File: src/rtl/exc_ctrl_pkg.sv
// Shared types and constants for the exception controller.
package exc_ctrl_pkg;

  typedef enum logic {
    RUN     = 1'b0,
    HANDLER = 1'b1
  } state_t;

  localparam logic [3:0]  ESR_NONE   = 4'h0;
  localparam logic [3:0]  ESR_BAD_OP = 4'h1;
  localparam logic [3:0]  ESR_IRQ    = 4'h2;

  localparam logic [63:0] VECTOR_BASE_DEFAULT = 64'h0000_0000_0000_00D8;

  // Invalid opcode wins over a pending interrupt.
  function automatic logic [3:0] esr_code(input logic bad_op, input logic irq);
    if (bad_op)   return ESR_BAD_OP;
    else if (irq) return ESR_IRQ;
    else          return ESR_NONE;
  endfunction

endpackage

File: src/rtl/flopr_e.sv
// Enable flip-flop with asynchronous active-high reset.
module flopr_e #(
  parameter int W = 8
) (
  input  logic         clk,
  input  logic         reset,
  input  logic         en,
  input  logic [W-1:0] d,
  output logic [W-1:0] q
);

  // NOTE: sequential state uses non-blocking assignments so every flop samples pre-edge values.
  always_ff @(posedge clk or posedge reset) begin
    if (reset)   q <= '0;
    else if (en) q <= d;
  end

endmodule

File: src/rtl/irq_pend_latch.sv
// Rising-edge detector on the interrupt level plus the pending-request latch.
module irq_pend_latch (
  input  logic clk,
  input  logic reset,
  input  logic irq_i,
  input  logic clr,
  output logic pend
);

  logic irq_prev;
  logic irq_rise;

  assign irq_rise = irq_i & ~irq_prev;

  // A new edge on the clearing edge wins, so no request is lost.
  always_ff @(posedge clk or posedge reset) begin
    if (reset) begin
      irq_prev <= 1'b0;
      pend     <= 1'b0;
    end else begin
      irq_prev <= irq_i;
      pend     <= irq_rise | (pend & ~clr);
    end
  end

endmodule

File: src/rtl/exc_ctrl.sv
// Exception controller: RUN/HANDLER FSM, ELR/ESR capture, IRQ acknowledge,
// sticky fault flag and saturating exception counter.
module exc_ctrl
  import exc_ctrl_pkg::*;
#(
  parameter logic [63:0] VECTOR_BASE = VECTOR_BASE_DEFAULT,
  parameter int          CNT_W       = 8
) (
  input  logic             clk,
  input  logic             reset,
  input  logic             irq_i,
  input  logic             bad_op_i,
  input  logic             eret_i,
  input  logic [63:0]      pc_i,
  output logic             exc_o,
  output logic             eret_o,
  output logic [63:0]      vector_o,
  output logic [63:0]      elr_o,
  output logic [3:0]       esr_o,
  output logic             irq_ack_o,
  output logic             in_handler_o,
  output logic             fault_o,
  output logic [CNT_W-1:0] exc_cnt_o
);

  state_t     state;
  logic       irq_pend;
  logic       irq_take;
  logic       esr_en;
  logic [3:0] esr_d;

  irq_pend_latch u_irq_pend (
    .clk   (clk),
    .reset (reset),
    .irq_i (irq_i),
    .clr   (irq_take),
    .pend  (irq_pend)
  );

  // Exceptions only in RUN and returns only in HANDLER, so the two are exclusive.
  assign exc_o    = (state == RUN) & (bad_op_i | irq_pend);
  assign irq_take = (state == RUN) & ~bad_op_i & irq_pend;
  assign eret_o   = (state == HANDLER) & eret_i;

  assign vector_o     = VECTOR_BASE;
  assign in_handler_o = (state == HANDLER);

  flopr_e #(.W(64)) u_elr (
    .clk   (clk),
    .reset (reset),
    .en    (exc_o),
    .d     (pc_i),
    .q     (elr_o)
  );

  assign esr_en = exc_o | eret_o;
  assign esr_d  = exc_o ? esr_code(bad_op_i, irq_pend) : ESR_NONE;

  flopr_e #(.W(4)) u_esr (
    .clk   (clk),
    .reset (reset),
    .en    (esr_en),
    .d     (esr_d),
    .q     (esr_o)
  );

  always_ff @(posedge clk or posedge reset) begin
    if (reset) begin
      state     <= RUN;
      irq_ack_o <= 1'b0;
      fault_o   <= 1'b0;
      exc_cnt_o <= '0;
    end else begin
      irq_ack_o <= irq_take;
      case (state)
        RUN: begin
          if (exc_o) begin
            state <= HANDLER;
            if (exc_cnt_o != '1) exc_cnt_o <= exc_cnt_o + CNT_W'(1);
          end
        end
        HANDLER: begin
          if (bad_op_i) fault_o <= 1'b1;
          if (eret_i)   state   <= RUN;
        end
        default: state <= RUN;
      endcase
    end
  end

endmodule

File: config.mk
export PLATFORM = sky130hd
export DESIGN_NAME = exc_ctrl
export DESIGN_NICKNAME = d
export VERILOG_FILES = /design/src/rtl/exc_ctrl_pkg.sv /design/src/rtl/flopr_e.sv /design/src/rtl/irq_pend_latch.sv /design/src/rtl/exc_ctrl.sv
export SDC_FILE = /design/constraint.sdc
export NUM_CORES = 1
export LEC_CHECK = 0
export BUFFER_PORTS_ARGS = -buffer_cell sky130_fd_sc_hd__buf_2
export CAP_MARGIN = 0
export CORE_UTILIZATION = 50
export CTS_BUF_LIST = sky130_fd_sc_hd__clkbuf_2 sky130_fd_sc_hd__clkbuf_4 sky130_fd_sc_hd__clkbuf_8
export DETAILED_ROUTE_END_ITERATION = 7
export PLACE_DENSITY_LB_ADDON = 0.12
export SETUP_SLACK_MARGIN = 0.05
export SLEW_MARGIN = 20
export SYNTH_ARGS = -nofsm -noshare
export SYNTH_HDL_FRONTEND = slang
export SYNTH_HIERARCHICAL = 1
export SYNTH_SLANG_ARGS = --single-unit
File: constraint.sdc
create_clock -name clk -period 3.3 [get_ports clk]
set_clock_uncertainty 0.2 [all_clocks]
set_input_delay 0.33 -clock clk [delete_from_list [all_inputs] [get_ports clk]]
set_output_delay 0.33 -clock clk [all_outputs]
set_load 0.01 [all_outputs]
==> impl_metrics.yaml <==
clock_tree:
  cts_hold_buf: 17
  htreeDepth: 3
  cts_sinks: 81
  cts_tree: "yes"
  cts_made_buffers: 9
  clk-insertion-delay-late_ns: 0.34
  clockBufferDepth: 2
  clkSlewWorstSetupHoldPaths_ns: 0.08
  cts-root-buf: "clkbuf_8"
  postCtsSetupBuffers: 0
  ctsResizeCount: 0
layout:
  syn_to_final_growth_pct: 23.11
  multi_input_area_um2: 1545
  diodes: 0
  finalNetCount: 513
  utilization_pct: 63.64
  final-seq-area_um2: 2027
  nFillCells: 603
  layout.cells.non_filler: 550
  final_layout_size_suffix_gt1_share_pct: 56.03
detailed_routing:
  viasPerCell: 4.369
  drc_errors: 0
  routed_wirelength_um: 7658
  drtAntennaViolNets: 0
  drt_pass1_iterations: 6
  initialDrtViolationCount: 88
  wl_per_cell_um: 13.92
  dr_total_vias: 2403
global_routing:
  grt_usage_pct: 18.95
  grt_max_degree: 43
  grtUsageMet1_pct: 27.14
  grt_util_met3_pct: 3.769
  grt_use_met2_pct: 28.54
  gr-total-overflow: 0
  busiest_layer: "met2"
  grt_pass1_wl_um: 12120
  grt_antenna_before_repair: 0
  grt_pass1_vias: 2302
die:
  die_area_um2: 8308
  start_util_pct: 51.69
  rows: 32
  io_pins: 214
  dieWidth_um: 91.15
  coreArea_um2: 7687
  dieHeight_um: 91.15
worst_hold_path:
  hp-class: "input port to register"
job:
  drv_cap: 0
sta:
  hold_violations: 0
  drv_slew: 0
  period_share_pct: 66.13
  layout_setup_ws_ns: 1.118
  tns_ns: 0
  timing.fmax_mhz: 458.3
  final.min_clock_period_ns: 2.182
  rsz0062_at_grt: "false"
  setup_viol_count_final: 0
logic_synthesis:
  synth.ff_latch_count: 81
  yosys_warnings: 6
  postSynthAreaPerCell_um2: 14.77
  netlist_area_um2: 3974
  yosys-top-cells-area: "dfrtp_1 (51%), mux2_4 (23%), buf_4 (12%), mux2_2 (3.1%), buf_12 (3.0%)"
  synth_edf_count: 0
  synth_top_area_cell: "dfrtp_1"
  ys_seq_area_share_pct: 51.01
  synth_cell_types: 34
  synthFlopType: "dfrtp_1"
  syn_inst: 269
  async_reset_ff_share_pct: 100.0
  synth_top_cell_area_share_pct: 51.01
placed_design:
  numPlacedInstances: 517
  port_buffers: 149
  place_hpwl_um: 5459
  pre_cts_ws_ns: 1.377
  gp_congestion: 0.7485
power:
  cellPowerDensity_nw_per_um2: 968.7
  power_mw: 4.739
  leakagePower_nw: 2.603
  ir_drop_v: 0.0005529
worst_setup_path:
  critPathMaxFanout: 42
  rrSetupSlack_ns: 1.38
  arrival_ns: 1.65
  end_kind: "output port"
  crit_required_ns: 2.77
  crit_type: "register to output port"
  startpoint_type: "register"
outcome:
  status: "finished clean"
-- Yosys cell counts (all sizes together) (2+ instances only) --
cell type / number
dfrtp: 81
mux2: 73
buf: 71
inv: 8
nand2: 6
o21ai: 3
a211oi: 2
conb: 2
nand3: 2
nor2: 2
nor3: 2
nor3b: 2
o21bai: 2
-- metrics by stage --
step	hold WS (ns)	area (um^2)
6_report	0.01813	4892
5_1_grt	0.002560	4892
4_1_cts	0.0001955	4892
3_5_place_dp	0.02455	4519
3_3_place_gp	0.02707	4519
2_1_floorplan	-0.1288	4214
-- worst max-delay path, cell delays in order, from the launching register on --
cell and delay (ns):
dfrtp_1 0.45, o21bai_4 0.26, clkinv_2 0.10, buf_12 0.29, buf_2 0.20
-- cell families (layout without fill, tap and decap cells) --
logic type,count (synthesis),count (layout),synth area share [%]
xor+xnor,1,1,0.2204
other cells,2,66,0.1890
compound gates,11,11,2.361
mux,73,73,26.35
flops,81,81,51.01
simple gates,21,21,3.401
fa+ha+maj,1,1,0.3148
buf+inv,79,194,16.15
-- cells in the final DEF (no fill, tap or decap), types with 2 or more instances in the layout --
master / instances
buf_2: 149
dfrtp_1: 81
conb_1: 66
mux2_4: 60
dlygate4sd3_1: 17
mux2_2: 11
clkbuf_8: 10
nand2_1: 6
inv_1: 6
clkinv_2: 3
buf_4: 3
a211oi_1: 2
nor2_1: 2
o21ai_0: 2
nor3_1: 2
mux2_1: 2
nor3b_1: 2
-- metal layers --
layer  vias to the layer above  share of wire [%]
met5                         -                  0
met4                         0                1.3
met3                        10                6.3
met2                       104                 47
met1                      1166                 46
li1                       1123                  -
-- area by class of cell --
type / count / area share, %
clock buffers: 10 / 2.813
inverters: 8 / 0.6394
well taps: 102 / 2.609
multi-input cells: 173 / 31.59
flip-flops and latches: 81 / 41.43
repair buffers: 170 / 19.59
clock inverters: 6 / 1.330
-- final timing paths --
kind                                startpoint                   to  depth (start not counted)
max in group asynchronous                reset           u_elr/q[2]                          4
hold / removal                        pc_i[30]          u_elr/q[30]                          2
min in group asynchronous                reset  u_irq_pend/irq_prev                          3
setup / recovery                  in_handler_o                exc_o                          4
setup reg to reg                  in_handler_o          u_elr/q[27]                          4
hold reg to reg            u_irq_pend/irq_prev      u_irq_pend/pend                          1
-- registers in the layout, indices dropped and copies added, names as in the netlist --
name / cells
u_irq_pend/irq_prev: 1
exc_cnt_o: 8
in_handler_o: 1
u_irq_pend/pend: 1
u_elr/q: 64
fault_o: 1
irq_ack_o: 1
u_esr/q: 4
-- power by group --
part | internal (mW) | switching [mW] | leakage (nW)
Clock | 0.372 | 0.359 | 0.103
Combinational | 1.25 | 0.980 | 1.55
Sequential | 1.48 | 0.302 | 0.950
Total | 3.10 | 1.64 | 2.60
No activity file was read; power rests on OpenSTA's default activity.
